File: src/rtl/mul_div_unit_pkg.sv
// Shared encodings for the iterative multiply/divide execute stage.
// Width defaults are common with the register file.
package mul_div_unit_pkg;

  localparam int XLEN_DEF       = 32;
  localparam int ADDRESSLEN_DEF = 4;

  typedef enum logic [2:0] {
    OP_MUL   = 3'd0,
    OP_MULH  = 3'd1,
    OP_MULHU = 3'd2,
    OP_DIV   = 3'd3,
    OP_DIVU  = 3'd4,
    OP_REM   = 3'd5,
    OP_REMU  = 3'd6,
    OP_RSVD  = 3'd7
  } op_e;

  typedef enum logic [1:0] {
    ST_IDLE = 2'd0,
    ST_RUN  = 2'd1,
    ST_DONE = 2'd2
  } state_e;

  function automatic logic op_is_div(op_e op);
    return (op == OP_DIV) || (op == OP_DIVU) || (op == OP_REM) || (op == OP_REMU);
  endfunction

  function automatic logic op_is_rem(op_e op);
    return (op == OP_REM) || (op == OP_REMU);
  endfunction

  // MUL is treated as signed; its low half is identical either way.
  function automatic logic op_is_signed(op_e op);
    return (op == OP_MUL) || (op == OP_MULH) || (op == OP_DIV) || (op == OP_REM);
  endfunction

endpackage

File: src/rtl/mul_div_unit_if.sv
// Request/write-back bundle between register file, control unit and the mul/div stage.
// busy stalls the issuer; there is no other backpressure.
interface mul_div_unit_if #(
  parameter int XLEN       = 32,
  parameter int ADDRESSLEN = 4
);
  logic                  start;
  logic [2:0]            op;
  logic [XLEN-1:0]       opA;
  logic [XLEN-1:0]       opB;
  logic [ADDRESSLEN-1:0] rdIn;
  logic                  busy;
  logic                  done;
  logic [XLEN-1:0]       result;
  logic [ADDRESSLEN-1:0] rdOut;
  logic                  wrEn;

  modport master (
    output start, op, opA, opB, rdIn,
    input  busy, done, result, rdOut, wrEn
  );

  modport slave (
    input  start, op, opA, opB, rdIn,
    output busy, done, result, rdOut, wrEn
  );
endinterface

File: src/rtl/mul_div_step.sv
// One radix-2 iteration: shift-add multiply or restoring divide on the {hi,lo} pair.
// Purely combinational; no handshake.
module mul_div_step #(
  parameter int XLEN = 32
) (
  input  logic            is_div_i,
  input  logic [XLEN-1:0] hi_i,
  input  logic [XLEN-1:0] lo_i,
  input  logic [XLEN-1:0] b_i,
  output logic [XLEN-1:0] hi_o,
  output logic [XLEN-1:0] lo_o
);

  logic [XLEN:0]   sum;
  logic [XLEN:0]   shifted;
  logic [XLEN+1:0] diff;

  always_comb begin
    sum     = {1'b0, hi_i} + (lo_i[0] ? {1'b0, b_i} : {(XLEN+1){1'b0}});
    shifted = {hi_i, lo_i[XLEN-1]};
    // Extra top bit: the shifted remainder can exceed XLEN bits before the subtract.
    diff    = {1'b0, shifted} - {2'b00, b_i};
    hi_o    = sum[XLEN:1];
    lo_o    = {sum[0], lo_i[XLEN-1:1]};
    if (is_div_i) begin
      if (!diff[XLEN+1]) begin
        hi_o = diff[XLEN-1:0];
        lo_o = {lo_i[XLEN-2:0], 1'b1};
      end else begin
        hi_o = shifted[XLEN-1:0];
        lo_o = {lo_i[XLEN-2:0], 1'b0};
      end
    end
  end

endmodule

File: src/rtl/mul_div_unit.sv
// Iterative multiply/divide: XLEN+1 cycles start-to-done, 1 cycle for div-by-zero/overflow.
// Requests are accepted only in IDLE; busy stalls the core otherwise.
module mul_div_unit
  import mul_div_unit_pkg::*;
#(
  parameter int XLEN       = XLEN_DEF,
  parameter int ADDRESSLEN = ADDRESSLEN_DEF
) (
  input  logic          clk,
  input  logic          rst_n,
  mul_div_unit_if.slave bus
);

  localparam int CNTW = $clog2(XLEN) + 1;

  state_e                state_q, state_d;
  logic [CNTW-1:0]       cnt_q, cnt_d;
  op_e                   op_q, op_d;
  logic                  neg_q, neg_d;
  logic [XLEN-1:0]       hi_q, hi_d, lo_q, lo_d, b_q, b_d;
  logic [XLEN-1:0]       res_q, res_d;
  logic [ADDRESSLEN-1:0] rd_q, rd_d;

  logic [XLEN-1:0]   step_hi, step_lo;
  op_e               op_in;
  logic              sa, sb;
  logic [XLEN-1:0]   mag_a, mag_b, div_val;
  logic [2*XLEN-1:0] prod, prod_s;

  mul_div_step #(.XLEN(XLEN)) u_step (
    .is_div_i (op_is_div(op_q)),
    .hi_i     (hi_q),
    .lo_i     (lo_q),
    .b_i      (b_q),
    .hi_o     (step_hi),
    .lo_o     (step_lo)
  );

  always_comb begin
    state_d = state_q;
    cnt_d   = cnt_q;
    op_d    = op_q;
    neg_d   = neg_q;
    hi_d    = hi_q;
    lo_d    = lo_q;
    b_d     = b_q;
    res_d   = res_q;
    rd_d    = rd_q;

    op_in   = (op_e'(bus.op) == OP_RSVD) ? OP_MUL : op_e'(bus.op);
    sa      = op_is_signed(op_in) && bus.opA[XLEN-1];
    sb      = op_is_signed(op_in) && bus.opB[XLEN-1];
    mag_a   = sa ? -bus.opA : bus.opA;
    mag_b   = sb ? -bus.opB : bus.opB;

    prod    = {step_hi, step_lo};
    prod_s  = neg_q ? -prod : prod;
    div_val = op_is_rem(op_q) ? step_hi : step_lo;

    unique case (state_q)
      ST_IDLE: begin
        if (bus.start) begin
          op_d  = op_in;
          rd_d  = bus.rdIn;
          cnt_d = '0;
          hi_d  = '0;
          lo_d  = mag_a;
          b_d   = mag_b;
          neg_d = (op_is_rem(op_in)) ? sa : (sa ^ sb);
          if (op_is_div(op_in) && (bus.opB == '0)) begin
            res_d   = op_is_rem(op_in) ? bus.opA : {XLEN{1'b1}};
            state_d = ST_DONE;
          end else if (((op_in == OP_DIV) || (op_in == OP_REM)) &&
                       (bus.opA == {1'b1, {(XLEN-1){1'b0}}}) && (bus.opB == {XLEN{1'b1}})) begin
            res_d   = (op_in == OP_REM) ? '0 : {1'b1, {(XLEN-1){1'b0}}};
            state_d = ST_DONE;
          end else begin
            state_d = ST_RUN;
          end
        end
      end
      ST_RUN: begin
        cnt_d = cnt_q + CNTW'(1);
        hi_d  = step_hi;
        lo_d  = step_lo;
        if (cnt_q == CNTW'(XLEN-1)) begin
          if (op_is_div(op_q)) begin
            res_d = neg_q ? -div_val : div_val;
          end else if (op_q == OP_MUL) begin
            res_d = prod_s[XLEN-1:0];
          end else begin
            res_d = prod_s[2*XLEN-1:XLEN];
          end
          state_d = ST_DONE;
        end
      end
      default: begin
        state_d = ST_IDLE;
      end
    endcase
  end

  always_ff @(posedge clk) begin
    if (!rst_n) begin
      state_q <= ST_IDLE;
      cnt_q   <= '0;
      op_q    <= OP_MUL;
      neg_q   <= 1'b0;
      hi_q    <= '0;
      lo_q    <= '0;
      b_q     <= '0;
      res_q   <= '0;
      rd_q    <= '0;
    end else begin
      state_q <= state_d;
      cnt_q   <= cnt_d;
      op_q    <= op_d;
      neg_q   <= neg_d;
      hi_q    <= hi_d;
      lo_q    <= lo_d;
      b_q     <= b_d;
      res_q   <= res_d;
      rd_q    <= rd_d;
    end
  end

  assign bus.busy   = (state_q != ST_IDLE);
  assign bus.done   = (state_q == ST_DONE);
  assign bus.wrEn   = (state_q == ST_DONE);
  assign bus.result = res_q;
  assign bus.rdOut  = rd_q;

endmodule

File: src/flat_wrapper.sv
// flat-port wrapper written by rule: the top's interface ports become plain ports
module mul_div_unit_flat import mul_div_unit_pkg::*;
#(
  parameter int XLEN       = XLEN_DEF,
  parameter int ADDRESSLEN = ADDRESSLEN_DEF
)
  (clk, rst_n, bus_start, bus_op, bus_opA, bus_opB, bus_rdIn, bus_busy, bus_done, bus_result, bus_rdOut, bus_wrEn);
  mul_div_unit_if #(.XLEN(XLEN), .ADDRESSLEN(ADDRESSLEN)) bus_i ();
  input  logic clk;
  input  logic rst_n;
  input wire logic [$bits(bus_i.start)-1:0] bus_start;
  input wire logic [$bits(bus_i.op)-1:0] bus_op;
  input wire logic [$bits(bus_i.opA)-1:0] bus_opA;
  input wire logic [$bits(bus_i.opB)-1:0] bus_opB;
  input wire logic [$bits(bus_i.rdIn)-1:0] bus_rdIn;
  output wire logic [$bits(bus_i.busy)-1:0] bus_busy;
  output wire logic [$bits(bus_i.done)-1:0] bus_done;
  output wire logic [$bits(bus_i.result)-1:0] bus_result;
  output wire logic [$bits(bus_i.rdOut)-1:0] bus_rdOut;
  output wire logic [$bits(bus_i.wrEn)-1:0] bus_wrEn;
  assign bus_i.start = bus_start;
  assign bus_i.op = bus_op;
  assign bus_i.opA = bus_opA;
  assign bus_i.opB = bus_opB;
  assign bus_i.rdIn = bus_rdIn;
  assign bus_busy = bus_i.busy;
  assign bus_done = bus_i.done;
  assign bus_result = bus_i.result;
  assign bus_rdOut = bus_i.rdOut;
  assign bus_wrEn = bus_i.wrEn;
  mul_div_unit #(.XLEN(XLEN), .ADDRESSLEN(ADDRESSLEN)) u_core (.clk(clk), .rst_n(rst_n), .bus(bus_i));
endmodule
File: config.mk
export PLATFORM = sky130hd
export DESIGN_NAME = mul_div_unit_flat
export DESIGN_NICKNAME = d
export VERILOG_FILES = /design/src/rtl/mul_div_unit_pkg.sv /design/src/rtl/mul_div_unit_if.sv /design/src/rtl/mul_div_step.sv /design/src/rtl/mul_div_unit.sv /design/src/flat_wrapper.sv
export SDC_FILE = /design/constraint.sdc
export NUM_CORES = 1
export LEC_CHECK = 0
export CORE_UTILIZATION = 40
export DETAILED_ROUTE_END_ITERATION = 8
export SLEW_MARGIN = 0
export SYNTH_ARGS = -nofsm -noshare
export SYNTH_HDL_FRONTEND = slang
export SYNTH_SLANG_ARGS = --single-unit
File: constraint.sdc
create_clock -name clk -period 4.7 [get_ports clk]
set_input_delay 1.41 -clock clk [delete_from_list [all_inputs] [get_ports clk]]
set_output_delay 1.41 -clock clk [all_outputs]
set_load 0.03 [all_outputs]
# Yosys cells after proc, flatten, opt, wreduce, memory -nomap -nowiden
# Cells that the tools add are included.
[classes]
n_addsub = 7
eq_ne = 18
n_mux = 32
bitwise_logic = 1
n_reduce_logical = 27
[op_table]
columns = ["operator", "n"]
rows = [
  ["two-way mux 32 bit", 18],
  ["case mux 32 bit (2 select lines)", 3],
  ["negation 32 bit", 3],
  ["== test 32 bit, second input constant", 2],
  ["two-way mux 64 bit", 1],
  ["negation 64 bit", 1],
  ["subtractor 33 x 32 -> 34 bit", 1],
  ["adder 32 x 33 -> 33 bit", 1],
  ["logical NOT 32 bit", 1],
  ["== test 3 bit, second input constant", 7],
  ["logical OR 1 bit", 12],
  ["case mux 6 bit (2 select lines)", 1],
  ["two-way mux 2 bit", 4],
  ["adder 6 x 1 -> 6 bit, second input constant", 1],
  ["== test 3 x 2 -> 1 bit, second input constant", 2],
  ["== test 6 x 5 -> 1 bit, second input constant", 1],
  ["logical NOT 3 bit", 2],
  ["two-way mux 6 bit", 1],
  ["AND reduction 2 bit", 3],
  ["logical AND 1 bit", 5],
  ["case mux 2 bit (2 select lines)", 1],
  ["AND reduction 4 bit", 1],
  ["nonzero test 2 bit", 2],
  ["== test 3 x 1 -> 1 bit, second input constant", 1],
  ["other kinds (9)", 10],
]
[word_totals]
reg_bits = 144
inputBits = 74

# Logic depth before layout (Yosys ltp)
# Gate-level depths: netlist of the first run.
[depth]
word_depth = 11
ltp_mapped = 22
mapped_depth_nobuf = 21

# Modules after synthesis
# Synthesis of the first run repeated with hierarchy kept, for this count alone.
[hier_totals]
cells_unflattened = 2275
hier_area_um2 = 16388.2
[by_module_without_submodules]
columns = ["module", "instances", "cells_each", "area_per_inst_um2", "seq_area_each_um2"]
rows = [
  ["mul_div_unit", 1, 1610, 11816.3, 2882.8],
  ["mul_div_step", 1, 665, 4571.9, 0.0],
]

# Worst setup path after synthesis of the first run
# OpenSTA, ideal clock, no wires.
[synth_timing]
kind = "register -> register"
start = "reg u_core.b_q[24]"
end = "reg u_core.res_q[16], in the netlist u_core.bus.result[16]"
setup_time_ps = 117
t_arrival_ps = 4530
required_time_ps = 4583
path_slack_ps = 53
stages_incl_launch_ff = 23
period_less_slack_ps = 4647
cell_sequence = "dfxtp_1 -> inv_1 -> ha_1 -> buf_6 -> a21oi_4 -> o31ai_4 -> a211oi_4 -> o31ai_4 -> o31a_1 -> inv_1 -> ha_1 -> nand4_1 -> a2111oi_2 -> nand3_1 -> nor3_1 -> nand3_1 -> nor3_1 -> and3_1 -> nand3_1 -> or4_1 -> nand2_1 -> nor2_1 -> a32o_1"
[synth_between]
elab_chain_len = 9
elab_cells_between_ends = 14
classes_between = "add/sub: 3; mux: 11"
[synth_lines]
columns = ["element", "line", "rtl"]
rows = [
  ["start, declared", "mul_div_unit.sv:20", "logic [XLEN-1:0] hi_q, hi_d, lo_q, lo_d, b_q, b_d;"],
  ["start signal, assigned", "mul_div_unit.sv:111", "b_q <= '0;"],
  ["start signal, assigned", "mul_div_unit.sv:121", "b_q <= b_d;"],
  ["subtractor 33 x 32 -> 34 bit (*)", "mul_div_step.sv:22", "diff = {1'b0, shifted} - {2'b00, b_i};"],
  ["two-way mux 1 bit or two-way mux 32 bit (tied branches)", "mul_div_step.sv:26", "if (!diff[XLEN+1]) begin"],
  ["two-way mux 32 bit", "mul_div_step.sv:25", "if (is_div_i) begin"],
  ["negation 64 bit or two-way mux 32 bit (tied branches)", "mul_div_unit.sv:57, mul_div_unit.sv:58", ""],
  ["two-way mux 64 bit or negation 32 bit (tied branches)", "mul_div_unit.sv:57, mul_div_unit.sv:88", ""],
  ["two-way mux 32 bit, on equally long branches", "mul_div_unit.sv:89, mul_div_unit.sv:88", ""],
  ["two-way mux 32 bit (*)", "mul_div_unit.sv:87", "if (op_is_div(op_q)) begin"],
  ["two-way mux 32 bit (*)", "mul_div_unit.sv:86", "if (cnt_q == CNTW'(XLEN-1)) begin"],
  ["case mux 32 bit (2 select lines) (*)", "mul_div_unit.sv:60", "unique case (state_q)"],
  ["end signal, assigned", "mul_div_unit.sv:122", "res_q <= res_d;"],
  ["end, declared", "mul_div_unit.sv:21", "logic [XLEN-1:0] res_q, res_d;"],
]
# Mark *: on every way between the ends. The rest lies on a longest branch, timed or not. The select of a mux whose other input is x is not followed.
# A chain may end at the register's enable or synchronous reset.

# Worst setup path in the final report of the first run
[layout_timing]
start = "reg u_core.hi_q[10]"
end = "reg u_core.res_q[29], in the netlist u_core.bus.result[29]"
[layout_between]
elab_chain_len = 9
elab_cells_between_ends = 15
classes_between = "add/sub: 4; mux: 11"
[layout_lines]
columns = ["element", "line", "rtl"]
rows = [
  ["start, declared", "mul_div_unit.sv:20", ""],
  ["start signal, assigned", "mul_div_unit.sv:119", "hi_q <= hi_d;"],
  ["subtractor 33 x 32 -> 34 bit", "mul_div_step.sv:22", ""],
  ["two-way mux 1 bit or two-way mux 32 bit (tied branches)", "mul_div_step.sv:26", ""],
  ["two-way mux 32 bit", "mul_div_step.sv:25", ""],
  ["negation 64 bit or two-way mux 32 bit (tied branches)", "mul_div_unit.sv:57, mul_div_unit.sv:58", ""],
  ["two-way mux 64 bit or negation 32 bit (tied branches)", "mul_div_unit.sv:57, mul_div_unit.sv:88", ""],
  ["two-way mux 32 bit, on equally long branches", "mul_div_unit.sv:89, mul_div_unit.sv:88", ""],
  ["two-way mux 32 bit (*)", "mul_div_unit.sv:87", ""],
  ["two-way mux 32 bit (*)", "mul_div_unit.sv:86", ""],
  ["case mux 32 bit (2 select lines) (*)", "mul_div_unit.sv:60", ""],
]
# Marked as above.

==> summary by stage, run 1 <==
Run status
The flow ran to the end, and the final reports show no timing, DRC or antenna violations.

Clock network
At the later pin of the worst-skew pair, clock insertion delay measures 0.50 ns. Clock tree synthesis found a total of 144 sinks. Clock-pin slew was measured on the worst setup and hold paths at 0.07 ns. The clock tree from TritonCTS is done. The clock tree synthesis step divided the H-tree into 4 levels.

The buffer depth of the longest clock path is 2. The number of buffers created by CTS is 17. The clock root buffer is sky130_fd_sc_hd__clkbuf_16.

Yosys
The most instantiated library cell after synthesis is sky130_fd_sc_hd__nor2_1. The number of different library cells in the post-synthesis netlist is 104. In the synthesized netlist the dominant register cell turns out to be sky130_fd_sc_hd__dfxtp_1.

The portion of synthesized cell area occupied by the leading cell type is 17.6%. Synthesis produced a netlist whose cell count is 2352. The synthesis warning total is 0.

For this run, the register share of the synthesized area comes to 17.6%. The number of synthesized register bits is 144. The cell type with the highest aggregate area in the netlist is sky130_fd_sc_hd__dfxtp_1. In the post-synthesis netlist, the biggest area contributors are sky130_fd_sc_hd__dfxtp_1 (18%), sky130_fd_sc_hd__nor2_1 (6.7%), sky130_fd_sc_hd__a21oi_1 (6.1%), sky130_fd_sc_hd__nand2_1 (6.1%), sky130_fd_sc_hd__ha_1 (5.4%).

The number of synthesized flops with an enable pin is 0. The commonest cells after synthesis are sky130_fd_sc_hd__nor2_1 (292), sky130_fd_sc_hd__nand2_1 (264), sky130_fd_sc_hd__a21oi_1 (199). The post-synthesis cell area is 0.0163 sq mm. The post-synth net total is 2498. Dividing the synthesized area by the synthesized cell count gives 6.95 sq um. Counting flops with an async set or reset pin after synthesis yields a share of 0%.

Timing
The highest attainable clock frequency is 0.213 GHz. The final period utilization is 99.9%. The max-slew violation total from the final report was 0. The final hold violation count is 0. Setup violations remaining at the end of the flow were counted as 0. Setup repair after global routing could not meet its margin everywhere.

The clock arrives with 0.0163 ns of skew. The worst slew margin relative to its limit is 21.9%. At the pin with the least slew margin, the transition time is 1.17 ns. Counting I/O delays and the setup requirement, the final critical path takes 4.70 ns.

Die
Measured along the x axis, the die boundary spans 204 microns. Pin placement for this block handled 113 I/O pins. The die covers 0.0417 sq mm. The vertical die dimension is 204 microns.

After floorplanning, the core was sized to cover 0.0400 sq mm. Once the floorplan was initialized, standard cells occupied 40.8% of the core. The number of core rows is 73.

Final layout
The final standard cell count with taps included and fillers excluded is 3394. The summed area of non-filler cells in the final layout is 0.0229 sq mm. The final net count is 3004.

The layout filler cell count is 3873. The synthesis-to-layout area growth is 40.3%. In the final layout, the share of cells above drive strength 1 is 25.4%.

Critical path
Data on the critical path is required at its endpoint by 5.09 ns. The worst reg2reg path endpoint is u_core.bus.result[29]. The worst flop-to-flop path startpoint is u_core.hi_q[10].

The maximum cell stage delay along the critical path is 0.50 ns. The cell at the slowest stage of the critical path is sky130_fd_sc_hd__a2111o_1. The most critical setup path has its endpoint at u_core.bus.result[29]. The worst path arrival time is 5.09 ns. In this design, the critical path's most frequently occurring cell is sky130_fd_sc_hd__nor4_2.

By startpoint and endpoint, the worst setup path is classified as reg -> reg. For the worst flop-to-flop path, the logic depth is 17. The most critical setup path has its startpoint at u_core.hi_q[10]. The type of destination of the critical path is a flop.

In this run the worst path has a maximum fanout of 5. Walking the worst path, the cells encountered are ha_4 -> nand4_4 -> nor3_4 -> o211ai_4 -> buf_6 -> a31o_4 -> buf_12 -> a31oi_4 -> a22oi_2 -> a2111o_1 -> nor4_2 -> buf_4 -> nand4b_1 -> nor4_2 -> mux2i_1 -> o211ai_1 -> a32o_1. The setup check on the worst reg-to-reg path leaves a slack of 0.002 ns. The worst setup path is launched from a flop.

Pwr
Power comes to 6.40 mW. The maximum vdd ir drop is 305 uV. The relative contribution of combinational cells to total power is 55.7%. In this run switching power makes up 44.7% of total power. The part of the total power dissipated in the clock network is 22.0%.

The internal power of the cells is 3.54 mW. The proportion of power drawn by flip-flops and latches is 22.3%. In this run the static leakage power is 9.48 nW. The net switching power of the design is 2.86 mW. Power spread over the standard cell area amounts to 279 mW/mm^2.

Drt
In the routed layout, each cell is associated on average with a via count of 6.29. The total routed wirelength is 83900 microns. The post-detailed-route count of antenna-violating nets is 0. Dividing the detail-routed wire length by the instance count gives 24.7 microns. The post-route DRC violation count is 0. The detailed router's first-iteration violation count is 2663. The first-pass iteration count of the detailed router is 7. The via total after detailed routing is 21.3k.

GRT
The first global-routing pass estimated 123000 microns of wire. Across every metal layer, demand over resource in global routing totals 39.7%. The number of global-route vias before repair is 20.2k. The total overflow left after global routing is 0. The number of antenna violations at the first check in global routing is 2. The maximum number of pins on one net before global-route repair is 113.

Placement
Port buffering added 112 buffers. The cell total after placement is 3338. The final weighted congestion of routability-driven global placement is 1.06. Once placement finished, the instance area stood at 0.0213 sq mm. The HPWL after detailed placement is 66200 microns.

Flow run
The tool flagged a number of max-cap violations equal to 0.

Worst hold path
The path class of the tightest hold or removal check is reg -> reg.
-- cells by family after synthesis --
| kind of cell | Yosys count | share of synthesized area [%] |
|---|---|---|
| DFF | 144 | 17.6 |
| muxes | 54 | 3.37 |
| adders and majority gates | 72 | 5.61 |
| AOI/OAI and AO/OA | 791 | 32.7 |
| xor gates and xnor gates | 152 | 8.15 |
| and+or+nand+nor | 927 | 27.1 |
| buffers and inverters | 212 | 5.46 |
-- per-layer routing --
metal	vias to the layer above	track usage, %	wire length [microns]	part of all wire (%)
met3	197	10.9	9080	11
met5	-	0	0	0
met2	1179	60.0	36400	43
met1	10200	53.0	35200	42
li1	9766	-	-	-
met4	0	16.1	3270	3.9
-- power by group through the flow --
stage	Clock, mW	Sequential [mW]	Combinational (mW)
6_report	1.41	1.43	3.57
5_1_grt	1.48	1.43	3.77
4_1_cts	1.43	1.41	3.29
3_5_place_dp	0	1.44	3.25
3_3_place_gp	0	1.44	3.23
2_1_floorplan	0	1.45	1.68
-- worst max-delay path, delay by kind of cell (launching register included) --
family / cells / cell delay [ns]
AOI/OAI and AO/OA: 7 / 1.69
and+or+nand+nor: 5 / 1.41
buffers and inverters: 3 / 0.46
DFF: 1 / 0.38
adders and majority gates: 1 / 0.34
muxes: 1 / 0.28
-- layout by cell type, fill, tap and decap left out, drive strengths merged, types with 20 or more instances in the layout --
cell type      synthesis  final
nand2b                21     21
nand2                265    265
o21ai                183    183
a31oi                 38     38
ha                    70     70
buf                   42    524
clkdlybuf4s50          0    112
a22oi                 30     30
a211oi                47     47
nor2                 293    293
mux2i                 46     46
xor2                  70     70
a21oi                202    202
inv                   62     61
dfxtp                144    144
a221oi                29     29
nor4                  29     29
nand4                 38     38
nor3                  55     55
xnor2                 82     82
nand3                 64     64
o31ai                 31     31
and2                  52     52
clkbuf               108     20
or3                   31     31
o211ai                41     41
-- worst min-delay path by stage --
stage / from / end / slack (ns) / depth (start not counted)
6_report: u_core.bus.result[22] / u_core.bus.result[22] / 0.45 / 2
5_1_grt: u_core.bus.rdOut[0] / u_core.bus.rdOut[0] / 0.47 / 2
4_1_cts: u_core.bus.rdOut[0] / u_core.bus.rdOut[0] / 0.45 / 2
3_5_place_dp: u_core.bus.result[22] / u_core.bus.result[22] / 0.44 / 2
3_3_place_gp: u_core.bus.result[22] / u_core.bus.result[22] / 0.44 / 2
2_1_floorplan: u_core.b_q[22] / u_core.b_q[22] / 0.44 / 2
-- layout make-up --
cell class | count | area, sq um | share of cell area, %
clock buffers | 19 | 443 | 1.93
multi-input cells | 1996 | 13400 | 58.4
repair buffers | 637 | 5180 | 22.6
diodes | 1 | 2.50 | 0.0109
flip-flops and latches | 144 | 2900 | 12.6
clock inverters | 10 | 116 | 0.508
inverters | 62 | 236 | 1.03
well taps | 525 | 657 | 2.87
-- metrics by stage --
stage | utilization, % | setup TNS (ns) | setup WS, ns | hold slack [ns]
after floorplan | - | 0 | 0.0527 | 0.440
after global placement | 53.3 | -11.29 | -0.622 | 0.435
after detailed placement | 53.3 | -12.18 | -0.647 | 0.443
after CTS | 54.9 | -0.106 | -0.0915 | 0.454
after global routing | 57.3 | -0.611 | -0.195 | 0.474
final | 57.3 | 0 | 0.00240 | 0.455
-- registers in the layout, indices dropped and copies added, names as in the netlist --
register and cells:
u_core.b_q 32, u_core.bus.result 32, u_core.hi_q 32, u_core.lo_q 32
u_core.cnt_q 6, u_core.bus.rdOut 4, u_core.op_q 3, u_core.state_q 2
u_core.neg_q 1
-- repair_timing --
action,CTS,global route
gates resized for setup,19,144
buffers inserted,1,24
pin swaps,4,53
gates cloned,0,1
setup endpoints to repair,13,31
hold buffers,0,0
No activity file was read; power rests on OpenSTA's default activity.
==> inputs of run 2 (changes only) <==
Settings changed: DONT_BUFFER_PORTS set to 1.
==> run 2 against run 1 <==
Effect of this change:
- critical path depth grew 3
- largest power group unchanged
- fmax grew 1.7%
- power shrank 4.6%
- sequential cell count is the same
- final cell count shrank 7.2%
- critical endpoint is now u_core.bus.result[30]
- combinational power shrank 12%
- global-route usage shrank 1.3 points
==> summary by stage, run 2 (synthesis gave the netlist of run 1 again) <==
Run status
The flow ran to the end, and the final reports show no timing, DRC or antenna violations.

Die
Pin placement for this block handled 113 I/O pins. For this configuration, the core starts out at a cell density of 40.8%. In this run the horizontal extent of the chip is 204 microns. The floorplan step set the die height to 204 microns. The number of core rows is 73. The floorplan step defined a die boundary enclosing 0.0417 sq mm.

In this run the standard cell core region covers 0.0400 sq mm.

Final layout
The most common cell after layout, fill and taps aside is sky130_fd_sc_hd__buf_4. The antenna diode instance count is 0. For this run, the post-layout net count is 2757. The area growth from synthesis to layout is 25.1%.

The utilization after layout is 51.1%. The post-route netlist has 20.9% of its cells at a drive strength greater than 1. The final standard cell count with taps included and fillers excluded is 3149. In the layout the commonest cells are sky130_fd_sc_hd__buf_4 (381), sky130_fd_sc_hd__nor2_1 (287), sky130_fd_sc_hd__nand2_1 (262), sky130_fd_sc_hd__a21oi_1 (189), sky130_fd_sc_hd__o21ai_0 (163).

Pwr
The proportion of total power due to net switching is 44.5%. The power density over the cells is 299 mW/mm^2. The relative contribution of combinational cells to total power is 51.4%. Across the VDD grid, the largest voltage drop is 252 uV. The power consumption is 6.11 mW. The part of the total power dissipated in the clock network is 24.3%.

The internal power of the cells totals 3.39 mW. The total leakage power is 8.37 nW. The proportion of power drawn by flip-flops and latches is 24.2%.

In this run the power spent charging and discharging nets is 2.72 mW.

Drt
In the final routed layout, each cell accounts on average for 25.8 microns. The detailed router's first-iteration violation count is 2404. The final layout contains routed wiring with a total length of 81400 microns. The first-pass iteration count of the detailed router is 6. Dividing the detail-routed via count by the number of cells gives 6.45. The post-detailed-route count of antenna-violating nets is 0. For this run, design rule violations remaining after detail routing come to 0.

The via total after detailed routing is 20.3k.

Clock network
The clock tree from TritonCTS is done. The buffer depth of the longest clock path is 2. The clock reaches the later pin of the worst-skew pair after 0.51 ns. The CTS H-tree depth is 4. The clock input transition at the sequential cells of the worst setup and hold paths is 0.07 ns. CTS saw 144 sinks. The number of buffers created by CTS is 17. The clock root buffer is sky130_fd_sc_hd__clkbuf_16.

Placement
At the end of routability-driven placement, the weighted congestion stood at 1.03. The wire-length estimate of the detail-placed layout is 64300 microns. Including well taps, the total number of placed cells is 3095. The count of buffers from port buffering is 0.

Timing
The final hold violation count is 0. The max-slew violation total from the final report was 0. Hold is met by 0.477 ns.

For the final database, setup skew stands at 0.0191 ns. The post-layout minimum cycle time is 4.62 ns. Derived from the worst setup path, the maximum achievable clock frequency is 0.217 GHz. The final period utilization is 98.3%. The worst slew margin relative to its limit is 26.1%. The final sum of negative setup slack is 0 ns. For the pin with the worst max-slew slack, the measured transition is 1.11 ns. The total of endpoints with negative setup slack in the final report is 0.

Critical path
The maximum fanout along the worst path is 5. The critical path is of the reg -> reg type. STA puts the critical path data required time at 5.10 ns.

The worst setup path is captured at a flop. The slack of the worst reg-to-reg path is 0.08 ns. STA classifies the critical path startpoint as a flop. The worst path arrival time is 5.02 ns.

GRT
The global-route met2 utilization is 57.4%. Summed over all layers, the global routing overflow is 0. For this run, global-route usage on met3 was measured as 9.71%. The global-route wire length before repair is 118000 microns. The number of global-route vias before repair came to 18.8k. The busiest layer in global routing is met2. The global routing usage summed across all routing layers is 38.4%.

The maximum number of pins on one net before global-route repair is 81. In the global route stage, met1 resource usage came out at 51.7%. The number of antenna violations at the first check in global routing is 2.

Worst hold path
The class of the worst hold path is reg -> reg.

Flow run
Max-cap violations in this run came to 0.
-- run 2: cell types whose count changed in the layout (fill, tap and decap cells not counted), sizes merged --
cell           previous run  this run
clkbuf                   20        22
clkinv                    4         6
buf                     524       390
clkinvlp                  5         3
diode                     1         0
clkdlybuf4s50           112         0
-- run 2: critical path, stage by stage, from the launching register on --
cell	delay [ns]
sky130_fd_sc_hd__dfxtp_2	0.41
sky130_fd_sc_hd__ha_1	0.26
sky130_fd_sc_hd__buf_4	0.16
sky130_fd_sc_hd__o2111a_2	0.19
sky130_fd_sc_hd__o211ai_4	0.29
sky130_fd_sc_hd__a31oi_4	0.14
sky130_fd_sc_hd__o31a_1	0.37
sky130_fd_sc_hd__inv_2	0.11
sky130_fd_sc_hd__ha_4	0.13
sky130_fd_sc_hd__nand4_1	0.20
sky130_fd_sc_hd__a21oi_2	0.24
sky130_fd_sc_hd__nand4_1	0.15
sky130_fd_sc_hd__nor3_2	0.26
sky130_fd_sc_hd__nand3_2	0.16
sky130_fd_sc_hd__nor4_4	0.19
sky130_fd_sc_hd__buf_4	0.19
sky130_fd_sc_hd__nand4_4	0.15
sky130_fd_sc_hd__nor3_4	0.21
sky130_fd_sc_hd__o22ai_1	0.10
sky130_fd_sc_hd__a221o_1	0.33
sky130_fd_sc_hd__a32o_1	0.25
-- run 2: stage by stage --
| step | setup slack, ns | area [sq um] |
|---|---|---|
| detailed placement | -0.284 | 19200 |
| finish | 0.0811 | 20400 |
| global route | -0.0575 | 20400 |
| global placement | -0.0605 | 19200 |
| floorplan | 0.0527 | 16300 |
| CTS | 0.0305 | 19900 |
-- run 2: metal layers --
metal | share of wire (%) | wire, microns
met1 | 42 | 34500
met2 | 43 | 35000
met3 | 10 | 8470
met4 | 4.3 | 3470
met5 | 0.038 | 31
-- run 2: power by group through the flow --
| stage | combinational, mW | clock, mW | sequential (mW) |
|---|---|---|---|
| CTS | 2.93 | 1.50 | 1.47 |
| floorplan | 1.68 | 0 | 1.45 |
| detailed placement | 2.89 | 0 | 1.50 |
| global route | 3.32 | 1.54 | 1.49 |
| global placement | 2.87 | 0 | 1.50 |
| finish | 3.14 | 1.49 | 1.48 |
-- run 2: area by class of cell --
| class | instances | area (sq um) |
|---|---|---|
| clock buffers | 22 | 494 |
| clock inverters | 10 | 108 |
| fillers | 4106 | 19600 |
| inverters | 62 | 234 |
| multi-input cells | 1996 | 13000 |
| flip-flops and latches | 144 | 2890 |
| well taps | 525 | 657 |
| repair buffers | 390 | 3030 |
-- run 2: what timing repair did --
action / CTS / global route
hold buffers: 0 / 0
setup endpoints to repair: 9 / 24
setup buffers: 7 / 15
gates resized for setup: 7 / 84
pin swaps: 4 / 36
-- run 2: worst paths after layout --
| check | start | endpoint | cells after the start |
|---|---|---|---|
| setup reg to reg | u_core.hi_q[1] | u_core.bus.result[30] | 20 |
| hold / removal | u_core.b_q[22] | u_core.b_q[22] | 2 |
| hold reg to reg | u_core.b_q[22] | u_core.b_q[22] | 2 |
| setup / recovery | u_core.hi_q[1] | u_core.bus.result[30] | 20 |
